File: config.mk
export PLATFORM = sky130hd
export DESIGN_NAME = mc_control_unit
export DESIGN_NICKNAME = d
export VERILOG_FILES = /design/src/rtl/mc_control_unit.sv
export SDC_FILE = /design/constraint.sdc
export NUM_CORES = 1
export LEC_CHECK = 0
export CORE_ASPECT_RATIO = 1.2
export CORE_MARGIN = 10
export CORE_UTILIZATION = 55
export CTS_CLUSTER_SIZE = 28
export DETAILED_ROUTE_END_ITERATION = 8
export GPL_TIMING_DRIVEN = 0
export PLACE_DENSITY = 0.84
export SLEW_MARGIN = 20
export SYNTH_ARGS = -nofsm -noshare
export SYNTH_HDL_FRONTEND = slang
export SYNTH_SLANG_ARGS = --single-unit
export TNS_END_PERCENT = 30
File: constraint.sdc
create_clock -name clk -period 5.6 [get_ports clk]
set_clock_uncertainty 0.05 [all_clocks]
set_input_delay 0.84 -clock clk [delete_from_list [all_inputs] [get_ports clk]]
set_output_delay 0.84 -clock clk [all_outputs]
set_load 0.01 [all_outputs]
File: src/rtl/mc_control_unit.sv
// Multi-cycle femtoRV32 control FSM: FETCH/DECODE/EXEC/MEM/WB over a shared memory.
// Latency (mem_ready high): branch 3, ALU/jump/store 4, load 5 cycles; +1 per stall cycle.
// Backpressure: holds mem_req in FETCH/MEM until mem_ready; faults after MEM_TIMEOUT stalls.
//
// Ports:
//   clk, rst          - rising-edge clock, synchronous active-high reset
//   inst[6:0]         - IR[6:0] from memory read data, captured with ir_write
//   mem_ready         - memory completes the current access this cycle
//   mem_req/mem_we/i_or_d      - memory request, store strobe, address select
//   ir_write/pc_write/pc_src   - IR load, unconditional PC write, PC source
//   Branch/ALUOp/ALUSrcA/ALUSrc - datapath compare enable and ALU operand/op selects
//   MemtoReg/RegWrite          - register file write source and enable
//   halt/fault                 - sticky terminal status
module mc_control_unit #(
  parameter int unsigned MEM_TIMEOUT = 15,
  parameter int unsigned CNT_W       = 8
) (
  input  logic       clk,
  input  logic       rst,
  input  logic [6:0] inst,
  input  logic       mem_ready,
  output logic       mem_req,
  output logic       mem_we,
  output logic       i_or_d,
  output logic       ir_write,
  output logic       pc_write,
  output logic [1:0] pc_src,
  output logic       Branch,
  output logic [1:0] ALUOp,
  output logic [1:0] ALUSrcA,
  output logic       ALUSrc,
  output logic [1:0] MemtoReg,
  output logic       RegWrite,
  output logic       halt,
  output logic       fault
);

  typedef enum logic [2:0] {
    S_FETCH, S_DECODE, S_EXEC, S_MEM, S_WB, S_HALT, S_FAULT
  } state_t;

  localparam logic [4:0] OP_LOAD   = 5'b00000;
  localparam logic [4:0] OP_STORE  = 5'b01000;
  localparam logic [4:0] OP_BRANCH = 5'b11000;
  localparam logic [4:0] OP_JALR   = 5'b11001;
  localparam logic [4:0] OP_JAL    = 5'b11011;
  localparam logic [4:0] OP_IMM    = 5'b00100;
  localparam logic [4:0] OP_R      = 5'b01100;
  localparam logic [4:0] OP_AUIPC  = 5'b00101;
  localparam logic [4:0] OP_LUI    = 5'b01101;
  localparam logic [4:0] OP_SYSTEM = 5'b11100;

  localparam logic [CNT_W-1:0] TIMEOUT = CNT_W'(MEM_TIMEOUT);

  state_t           state_q, state_d;
  logic [6:0]       op_q, op_d;
  logic [CNT_W-1:0] cnt_q, cnt_d;
  logic [4:0]       opc;
  logic             timeout;

  assign opc     = op_q[6:2];
  assign timeout = (cnt_q == TIMEOUT);

  // Next-state, opcode capture and wait counter
  always_comb begin
    state_d = state_q;
    op_d    = op_q;
    cnt_d   = cnt_q;
    case (state_q)
      S_FETCH, S_MEM: begin
        if (mem_ready) begin
          cnt_d = '0;
          if (state_q == S_FETCH) begin
            op_d    = inst;
            state_d = S_DECODE;
          end else begin
            state_d = (opc == OP_STORE) ? S_FETCH : S_WB;
          end
        end else if (timeout) begin
          state_d = S_FAULT;
        end else if (cnt_q != '1) begin
          // Saturate rather than wrap in case MEM_TIMEOUT sits at the counter limit
          cnt_d = cnt_q + CNT_W'(1);
        end
      end
      S_DECODE: begin
        if (op_q[1:0] != 2'b11) begin
          state_d = S_FAULT;
        end else begin
          case (opc)
            OP_SYSTEM: state_d = S_HALT;
            OP_LOAD, OP_STORE, OP_BRANCH, OP_JALR, OP_JAL,
            OP_IMM, OP_R, OP_AUIPC, OP_LUI: state_d = S_EXEC;
            default:   state_d = S_FAULT;
          endcase
        end
      end
      S_EXEC: begin
        cnt_d = '0;  // clear on the way into FETCH or MEM
        case (opc)
          OP_BRANCH:         state_d = S_FETCH;
          OP_LOAD, OP_STORE: state_d = S_MEM;
          default:           state_d = S_WB;
        endcase
      end
      S_WB: begin
        cnt_d   = '0;
        state_d = S_FETCH;
      end
      default: state_d = state_q;  // HALT and FAULT absorb until reset
    endcase
  end

  always_ff @(posedge clk) begin
    if (rst) begin
      state_q <= S_FETCH;
      op_q    <= '0;
      cnt_q   <= '0;
    end else begin
      state_q <= state_d;
      op_q    <= op_d;
      cnt_q   <= cnt_d;
    end
  end

  // Moore outputs; only FETCH/MEM look at mem_ready. Reset forces everything low
  // so an access in flight is dropped with no enable firing.
  always_comb begin
    mem_req  = 1'b0;
    mem_we   = 1'b0;
    i_or_d   = 1'b0;
    ir_write = 1'b0;
    pc_write = 1'b0;
    pc_src   = 2'b00;
    Branch   = 1'b0;
    ALUOp    = 2'b00;
    ALUSrcA  = 2'b00;
    ALUSrc   = 1'b0;
    MemtoReg = 2'b00;
    RegWrite = 1'b0;
    halt     = 1'b0;
    fault    = 1'b0;
    if (!rst) begin
      case (state_q)
        S_FETCH: begin
          mem_req  = 1'b1;
          ir_write = mem_ready;
          pc_write = mem_ready;
        end
        S_EXEC: begin
          case (opc)
            OP_BRANCH: begin
              Branch = 1'b1;
              ALUOp  = 2'b01;
              pc_src = 2'b01;
            end
            OP_LOAD, OP_STORE: ALUSrc = 1'b1;
            OP_R:              ALUOp  = 2'b10;
            OP_IMM: begin
              ALUOp  = 2'b11;
              ALUSrc = 1'b1;
            end
            OP_LUI: begin
              ALUSrcA = 2'b10;
              ALUSrc  = 1'b1;
            end
            OP_AUIPC: begin
              ALUSrcA = 2'b01;
              ALUSrc  = 1'b1;
            end
            OP_JAL: begin
              pc_write = 1'b1;
              pc_src   = 2'b11;
            end
            OP_JALR: begin
              ALUSrc   = 1'b1;
              pc_write = 1'b1;
              pc_src   = 2'b10;
            end
            default: ;
          endcase
        end
        S_MEM: begin
          mem_req = 1'b1;
          i_or_d  = 1'b1;
          ALUSrc  = 1'b1;
          mem_we  = (opc == OP_STORE);
        end
        S_WB: begin
          RegWrite = 1'b1;
          if (opc == OP_LOAD)                        MemtoReg = 2'b01;
          else if (opc == OP_JAL || opc == OP_JALR)  MemtoReg = 2'b10;
          else                                       MemtoReg = 2'b00;
        end
        S_HALT:  halt  = 1'b1;
        S_FAULT: fault = 1'b1;
        default: ;
      endcase
    end
  end

endmodule

# Yosys cells after proc, flatten, opt, wreduce, memory -nomap -nowiden
# Memory sizes are Yosys's and may differ from the RTL's. A register that Yosys moved wholly into a read port is not among the register bits.
# Index checks and enable logic that the tools add are counted.
[totals]
reg_bits = 18
rom_bits = 96
in_bits = 10
word_cells = 87
mem_count = 1
[memory_table]
columns = ["memory", "depth", "word_bits", "read_ports", "rd_ports_with_merged_regs", "write_ports", "line_no", "source"]
rows = [
  ["(no name shown)", 32, 3, 1, 1, 0, "90", "case (opc)"],
]
[classes]
add_sub_neg = 1
n_eq_ne = 20
muxes = 49
reduce_logical = 13
[ops]
columns = ["operator", "n"]
rows = [
  ["8-bit two-way mux", 3],
  ["1-bit two-way mux", 21],
  ["2-bit two-way mux", 10],
  ["8-bit one-hot mux with 2 select lines", 1],
  ["5-bit by 4-bit equality test with 1-bit output (second input constant)", 3],
  ["5-bit equality test (second input constant)", 3],
  ["3-bit two-way mux", 5],
  ["2-bit one-hot mux with 3 select lines", 2],
  ["3-bit one-hot mux with 4 select lines", 1],
  ["5-bit by 3-bit equality test with 1-bit output (second input constant)", 2],
  ["5-bit two-way mux", 2],
  ["3-bit equality test (second input constant)", 3],
  ["8-bit by 1-bit adder with 8-bit output (second input constant)", 1],
  ["8-bit by 4-bit equality test with 1-bit output (second input constant)", 1],
  ["8-bit inequality test (second input constant)", 1],
  ["2-bit OR reduction", 4],
  ["3-bit by 2-bit equality test with 1-bit output (second input constant)", 2],
  ["3-bit by 1-bit inequality test with 1-bit output (second input constant)", 2],
  ["3-bit one-hot mux with 2 select lines", 1],
  ["3-bit AND reduction", 2],
  ["6-bit OR reduction", 1],
  ["5-bit logical NOT", 1],
  ["1-bit one-hot mux with 2 select lines", 2],
  ["2-bit one-hot mux with 2 select lines", 1],
  ["other kinds (8)", 8],
]

# Logic depth before layout (Yosys ltp)
# Gate-level depths: netlist (run 1).
[depth]
depth_word = 6
mapped_depth = 6

# Worst setup path before layout (run 1)
# Ideal clock, no wire load.
[synth_path]
path_type = "input-to-output"
start = "input rst"
end = "output Branch"
arrival_ns = 2.319
required_ns = 4.710
path_slack_ns = 2.391
stages = 4
n_path_buf = 1
cell_sequence = "clkbuf_1 or4b_2 or2_2 nor4_1"
[synth_via]
elab_chain_cells = 1
[synth_lines]
columns = ["element", "line_no", "source"]
rows = [
  ["start, declared", "19", "input logic rst,"],
  ["1-bit two-way mux", "143", "if (!rst) begin"],
  ["end, declared", "28", "output logic Branch,"],
]
# Every way passes these cells.

# Worst setup path after layout (run 1)
[layout_path]
start = "register state_q[1]"
end = "output ALUOp[0]"
[layout_via]
elab_chain_cells = 3
[layout_lines]
columns = ["element", "line_no", "source"]
rows = [
  ["start, declared", "55", "state_t state_q, state_d;"],
  ["start signal, assigned", "120", "state_q <= state_d;"],
  ["3-bit by 2-bit equality test with 1-bit output", "144", "case (state_q)"],
  ["2-bit two-way mux", "144", ""],
  ["2-bit two-way mux", "143", ""],
  ["end, declared", "29", "output logic [1:0] ALUOp,"],
]
# Every way passes these cells.

==> qor.yml, run 1 <==
layout:
  fin_area_mm2: 0.00175
  nets: 227
  n_antenna_cell: 0
  drive_gt1_share_pct: 5.58
  area_growth_pct: 22.3
floorplan:
  io_pins: 28
  row_count: 20
  die_w_um: 66.6
  die_area_mm2: 0.00505
  start_util_pct: 56.7
  die_h_um: 75.9
  core_mm2: 0.00253
outcome:
  outcome: "finished, final reports clean"
drt:
  vias: 1538
  drt_iter0_markers: 148
  wl_per_cell_um: 17.1
  drtAntennaViolNets: 0
  drtPass1Iterations: 6
  drc: 0
  wirelength_mm: 4.23
  via_per_inst: 6.20
clocking:
  cts_hold_buf: 0
  htreeDepth: 1
  cts_setup_buffers: 0
  numCtsBuffers: 3
  cts-root-buf: "clkbuf_4"
  clock-sinks: 21
  cts_buffer_depth: 2
  ctsResizeCount: 0
  clock_latency_ns: 0.32
  clkTransAtPathRegs_ns: 0.12
  tritoncts: "done"
critical_path:
  crit_type: "flop to primary output"
  crit_required_ns: 4.71
  cp_data_arrival_time_ns: 2.88
  cp-end-kind: "primary output"
  critPathMaxFanout: 10
  cp-start-kind: "flop"
sta:
  maxSlewViolCount: 0
  rsz0062_at_grt: "no"
  relSlewSlack_pct: 29.3
  fin_tns_setup_ns: 0
  max_freq_ghz: 0.265
  worst_slew_pin_slew_ns: 1.03
  min_period_ns: 3.77
  period_share_pct: 67.4
  final-setup-viol-count: 0
  hold_viol: 0
logic_synthesis:
  synth_edf_count: 0
  synthTopCellsByArea: "dfxtp_1, nand2_1, nor2_1"
  ys_async_sr_fraction_pct: 0
  synth.top_cells.by_count: "dfxtp_1, nand2_1, nor2_1"
  synthesis.nets: 197
  yosysWarnings: 0
  synth_top_area_cell: "dfxtp_1"
  synth_top_area_share_pct: 29.3
  synthFlopType: "dfxtp_1"
  seq_area_frac_synth_pct: 29.3
  yosysMostFrequentCell: "dfxtp_1"
  avgSynthCellArea_um2: 7.70
  ys_seq_elements: 21
  netlist_instances: 186
  synth_area_mm2: 0.00143
  yosysUniqueCellTypes: 55
global_routing:
  grt.total_usage_pct: 16.9
  grt_max_degree: 13
  antenna_found_initial: 0
  grt_pass1_vias: 1522
  grt_pass1_wl_mm: 7.02
  overflow: 0
job:
  maxCapViolCount: 0
min_path:
  min_path_type: "flop to flop"
place:
  hpwl_mm: 3.22
  place.gp.congestion: 0.900
  portBuffers: 25
  place_area_mm2: 0.00172
pwr:
  cellPowerDensity_mw_per_mm2: 390
  max-vdd-ir-drop_mv: 0.358
  power_leakage_nw: 0.614
  total_power_w: 0.000684
-- metrics by stage --
stage / instances / hold slack (ns) / util, % / setup WS (ns)
4_1_cts: 248 / 0.460 / 69.3 / 1.82
2_1_floorplan: 186 / 0.411 / - / 2.39
3_5_place_dp: 244 / 0.443 / 68.2 / 1.83
3_3_place_gp: 244 / 0.426 / 68.2 / 1.87
5_1_grt: 248 / 0.487 / 69.3 / 1.65
6_report: 248 / 0.457 / 69.3 / 1.83
-- layout make-up --
type                            instances  area, µm²
Clock buffer                            3       22.5
Multi-Input combinational cell        142        910
Clock inverter                          1       5.00
Fill cell                             205        776
Timing Repair Buffer                   25        250
Tap cell                               33       41.3
Inverter                                6       22.5
Buffer                                 17       80.1
Sequential cell                        21        420
-- cells in the final DEF, fill, tap and decap left out, types with 2 or more instances in the layout --
master	synthesis	routed
clkbuf_1	13	13
nor3b_1	4	4
nor2_1	14	14
nand2b_1	6	6
clkbuf_4	0	3
and3_1	4	4
a41oi_1	2	2
o21ai_0	5	5
or4b_2	2	2
a21oi_1	9	9
xor2_1	3	3
inv_1	6	6
a311oi_1	3	3
or4b_1	2	2
a21o_1	2	2
a2111oi_0	4	4
buf_6	2	2
a31oi_1	3	3
dfxtp_1	21	21
nand4b_1	2	2
nor3_1	6	6
and2_1	2	2
nand4_1	2	2
a211oi_1	2	2
nor4_1	7	7
nand2_1	18	18
nor4b_1	3	3
nand3b_1	2	2
nor2b_1	4	4
nand3_1	7	7
clkdlybuf4s50_1	0	25
-- per-layer routing --
layer	global-route usage, %	share of wire, %	vias to the layer above
li1	-	-	749
met1	17.8	40	729
met2	29.9	54	47
met3	3.09	4.0	13
met4	8.40	2.3	0
met5	0	0	-
-- worst max-delay path, cell delays in order (launching register included) --
cell             delay [ns]
dfxtp_1                0.42
clkbuf_1               0.36
or4b_2                 0.68
or2_2                  0.33
nor3_1                 0.21
clkdlybuf4s50_1        0.57
-- logic make-up after synthesis --
family | after synthesis | synth area share, %
AOI/OAI and AO/OA | 43 | 21.5
xor gates and xnor gates | 3 | 1.83
adders and majority gates | 1 | 0.873
buffers and inverters | 23 | 7.16
DFF | 21 | 29.3
muxes | 1 | 0.699
and+or+nand+nor | 94 | 38.6
-- worst paths after layout --
kind               from       end  slack, ns  cells past startpoint
max          state_q[1]  ALUOp[0]       1.83                      5
min             op_q[0]   op_q[0]       0.46                      2
max reg2reg  state_q[0]      flop       3.27                      5
min reg2reg     op_q[0]   op_q[0]       0.46                      2
-- where the power goes --
part           internal (W)  switching [W]
clock network     0.0000268      0.0000514
logic              0.000166       0.000240
registers          0.000177      0.0000216
total              0.000370       0.000313
Power figures use the tool's default switching activity.
==> run 2: changes to the inputs <==
- CORE_UTILIZATION: 55 -> 51
- PLACE_DENSITY: 0.84 -> 0.79
- clock period: 5.6 -> 3.6 ns (I/O delays scaled with it)
==> qor.yml, run 2 (same netlist as run 1, synthesis figures left out) <==
sta:
  maxSlewViolCount: 0  # unchanged
  period_share_pct: 92.5
  fin_tns_setup_ns: 0  # unchanged
  rsz0062_at_grt: "no"  # unchanged
  final-setup-viol-count: 0  # unchanged
  worst_slew_pin_slew_ns: 1.00  # was 1.03 ns
  relSlewSlack_pct: 31.5  # was 29.3%
  max_freq_ghz: 0.300
  min_period_ns: 3.33
  hold_viol: 0  # unchanged
place:
  hpwl_mm: 3.19  # was 3.22 mm
  portBuffers: 25  # unchanged
  place.gp.congestion: 0.881  # was 0.900
  dp.cells: 245  # was 244
drt:
  drtAntennaViolNets: 0  # unchanged
  drc: 0  # unchanged
  via_per_inst: 6.20  # about the same
  wirelength_mm: 4.19  # was 4.23 mm
  vias: 1545  # was 1538
  drt_iter0_markers: 196  # was 148
  wl_per_cell_um: 16.8  # was 17.1 µm
  drtPass1Iterations: 5  # was 6
  highest_layer: "met4"  # unchanged
  route.met3.wl_um: 165  # was 169 µm
  wl_met2_mm: 2.21  # was 2.27 mm
  wl_met1_mm: 1.73  # was 1.69 mm
pwr:
  p_seq_share_pct: 29.1  # about the same
  power_leakage_nw: 0.617  # was 0.614 nW
  max-vdd-ir-drop_mv: 0.390  # was 0.358 mV
  p_switching_w: 0.000479  # was 0.000313 W
  swShare_pct: 45.3  # was 45.8%
  cellPowerDensity_mw_per_mm2: 602  # was 390 mW/mm²
  clkPwrFrac_pct: 11.3  # was 11.4%
  power.internal_w: 0.000578  # was 0.000370 W
  pwr-share-comb_pct: 59.7  # was 59.4%
critical_path:
  slowest_delay_ns: 0.74  # was 0.68 ns
  path_buf_inv: 2  # unchanged
  crit_required_ns: 3.01  # was 4.71 ns
  cp-end-kind: "primary output"  # unchanged
  cpMaxStageDelayCell: "or4b_2"  # unchanged
  crit_family: "simple AND/OR/NAND/NOR gates"  # unchanged
  cp_data_arrival_time_ns: 2.74  # was 2.88 ns
  cp-start-kind: "flop"  # unchanged
  critPathMaxFanout: 10  # unchanged
  crit_chain: "clkbuf_1 -> or4b_2 -> or2_2 -> nor4_1 -> clkdlybuf4s50_1"  # was clkbuf_1 -> or4b_2 -> or2_2 -> nor3_1 -> clkdlybuf4s50_1
  crit_type: "flop to primary output"  # unchanged
floorplan:
  core_mm2: 0.00273  # was 0.00253 mm²
  start_util_pct: 52.4  # was 56.7%
  io_pins: 28  # unchanged
  row_count: 21  # was 20
  die_w_um: 68.4  # was 66.6 µm
  die_area_mm2: 0.00534  # was 0.00505 mm²
  die_h_um: 78.1  # was 75.9 µm
layout:
  drive_gt1_share_pct: 6.05  # was 5.58%
  area_growth_pct: 22.4  # was 22.3%
  final_cell_mix: "clkdlybuf4s50_1, dfxtp_1, nand2_1"  # unchanged
  utilization_pct: 64.2  # was 69.3%
  stdcell_count: 249  # was 248
  final_common_cell: "clkdlybuf4s50_1"  # unchanged
  nets: 227  # unchanged
  n_antenna_cell: 0  # unchanged
  fillers: 265  # was 205
global_routing:
  grt.total_usage_pct: 15.9  # was 16.9%
  grt_pass1_vias: 1510  # was 1522
  grt_pass1_wl_mm: 6.93  # was 7.02 mm
  grt_max_degree: 13  # unchanged
  antenna_found_initial: 0  # unchanged
  overflow: 0  # unchanged
outcome:
  outcome: "finished, final reports clean"  # unchanged
clocking:
  clock_latency_ns: 0.31  # was 0.32 ns
  cts_setup_buffers: 0  # unchanged
  clock-sinks: 21  # unchanged
  cts-root-buf: "clkbuf_4"  # unchanged
  tritoncts: "done"  # unchanged
  clkTransAtPathRegs_ns: 0.12  # about the same
  cts_buffer_depth: 2  # unchanged
  numCtsBuffers: 3  # unchanged
  htreeDepth: 1  # unchanged
min_path:
  min_path_type: "flop to flop"  # unchanged
job:
  maxCapViolCount: 0  # unchanged
run 2: through the flow:
step | cell area [µm²] | hold WS, ns | setup WS (ns) | power [W]
final | 1750 | 0.458 | 0.271 | 0.00106
after global routing | 1750 | 0.489 | 0.122 | 0.00114
after CTS | 1750 | 0.455 | 0.144 | 0.00105
after detailed placement | 1730 | 0.438 | 0.452 | 0.000931
after global placement | 1730 | 0.426 | 0.484 | 0.000910
after floorplan | 1430 | 0.411 | 0.991 | 0.000754
run 2: area by class of cell:
class                   instances  area, µm²  share of cell area [%]
multi-input cells             142        910                    51.9
flip-flops and latches         21        420                    24.0
repair buffers                 25        250                    14.3
plain buffers                  17       81.3                    4.64
well taps                      34       42.5                    2.43
clock buffers                   3       22.5                    1.28
inverters                       6       22.5                    1.28
clock inverters                 1       5.00                   0.285
run 2: power groups by stage:
| stage | registers, W | logic [W] | clock network [W] |
|---|---|---|---|
| 2_1_floorplan | 0.000305 | 0.000449 | 0 |
| 4_1_cts | 0.000307 | 0.000622 | 0.000120 |
| 3_5_place_dp | 0.000312 | 0.000618 | 0 |
| 3_3_place_gp | 0.000308 | 0.000601 | 0 |
| 6_report | 0.000307 | 0.000630 | 0.000119 |
| 5_1_grt | 0.000311 | 0.000699 | 0.000128 |
run 2: timing repair:
item / CTS / global route
hold buffers: 0 / 0
setup endpoints to repair: 0 / 2
resized for setup: 0 / 2
run 2: metal layers:
layer  vias to the layer above  GRT usage (%)
met3                        12           3.41
met1                       735           18.2
met2                        40           27.8
met5                         -              0
met4                         0           5.04
li1                        758              -
run 2: path summary, 6_finish.rpt:
path,endpoint,from,slack (ns),cells past startpoint
max,Branch,state_q[2],0.27,5
min,op_q[1],op_q[1],0.46,2
max reg2reg,flop,state_q[0],1.25,5
min reg2reg,op_q[1],op_q[1],0.46,2
run 2: worst min-delay path, delay by kind of cell (launching register included):
family,cells,cell delay (ns)
flip-flops,1,0.36
AND/OR/NAND/NOR,1,0.06
AO/OA/AOI/OAI,1,0.06
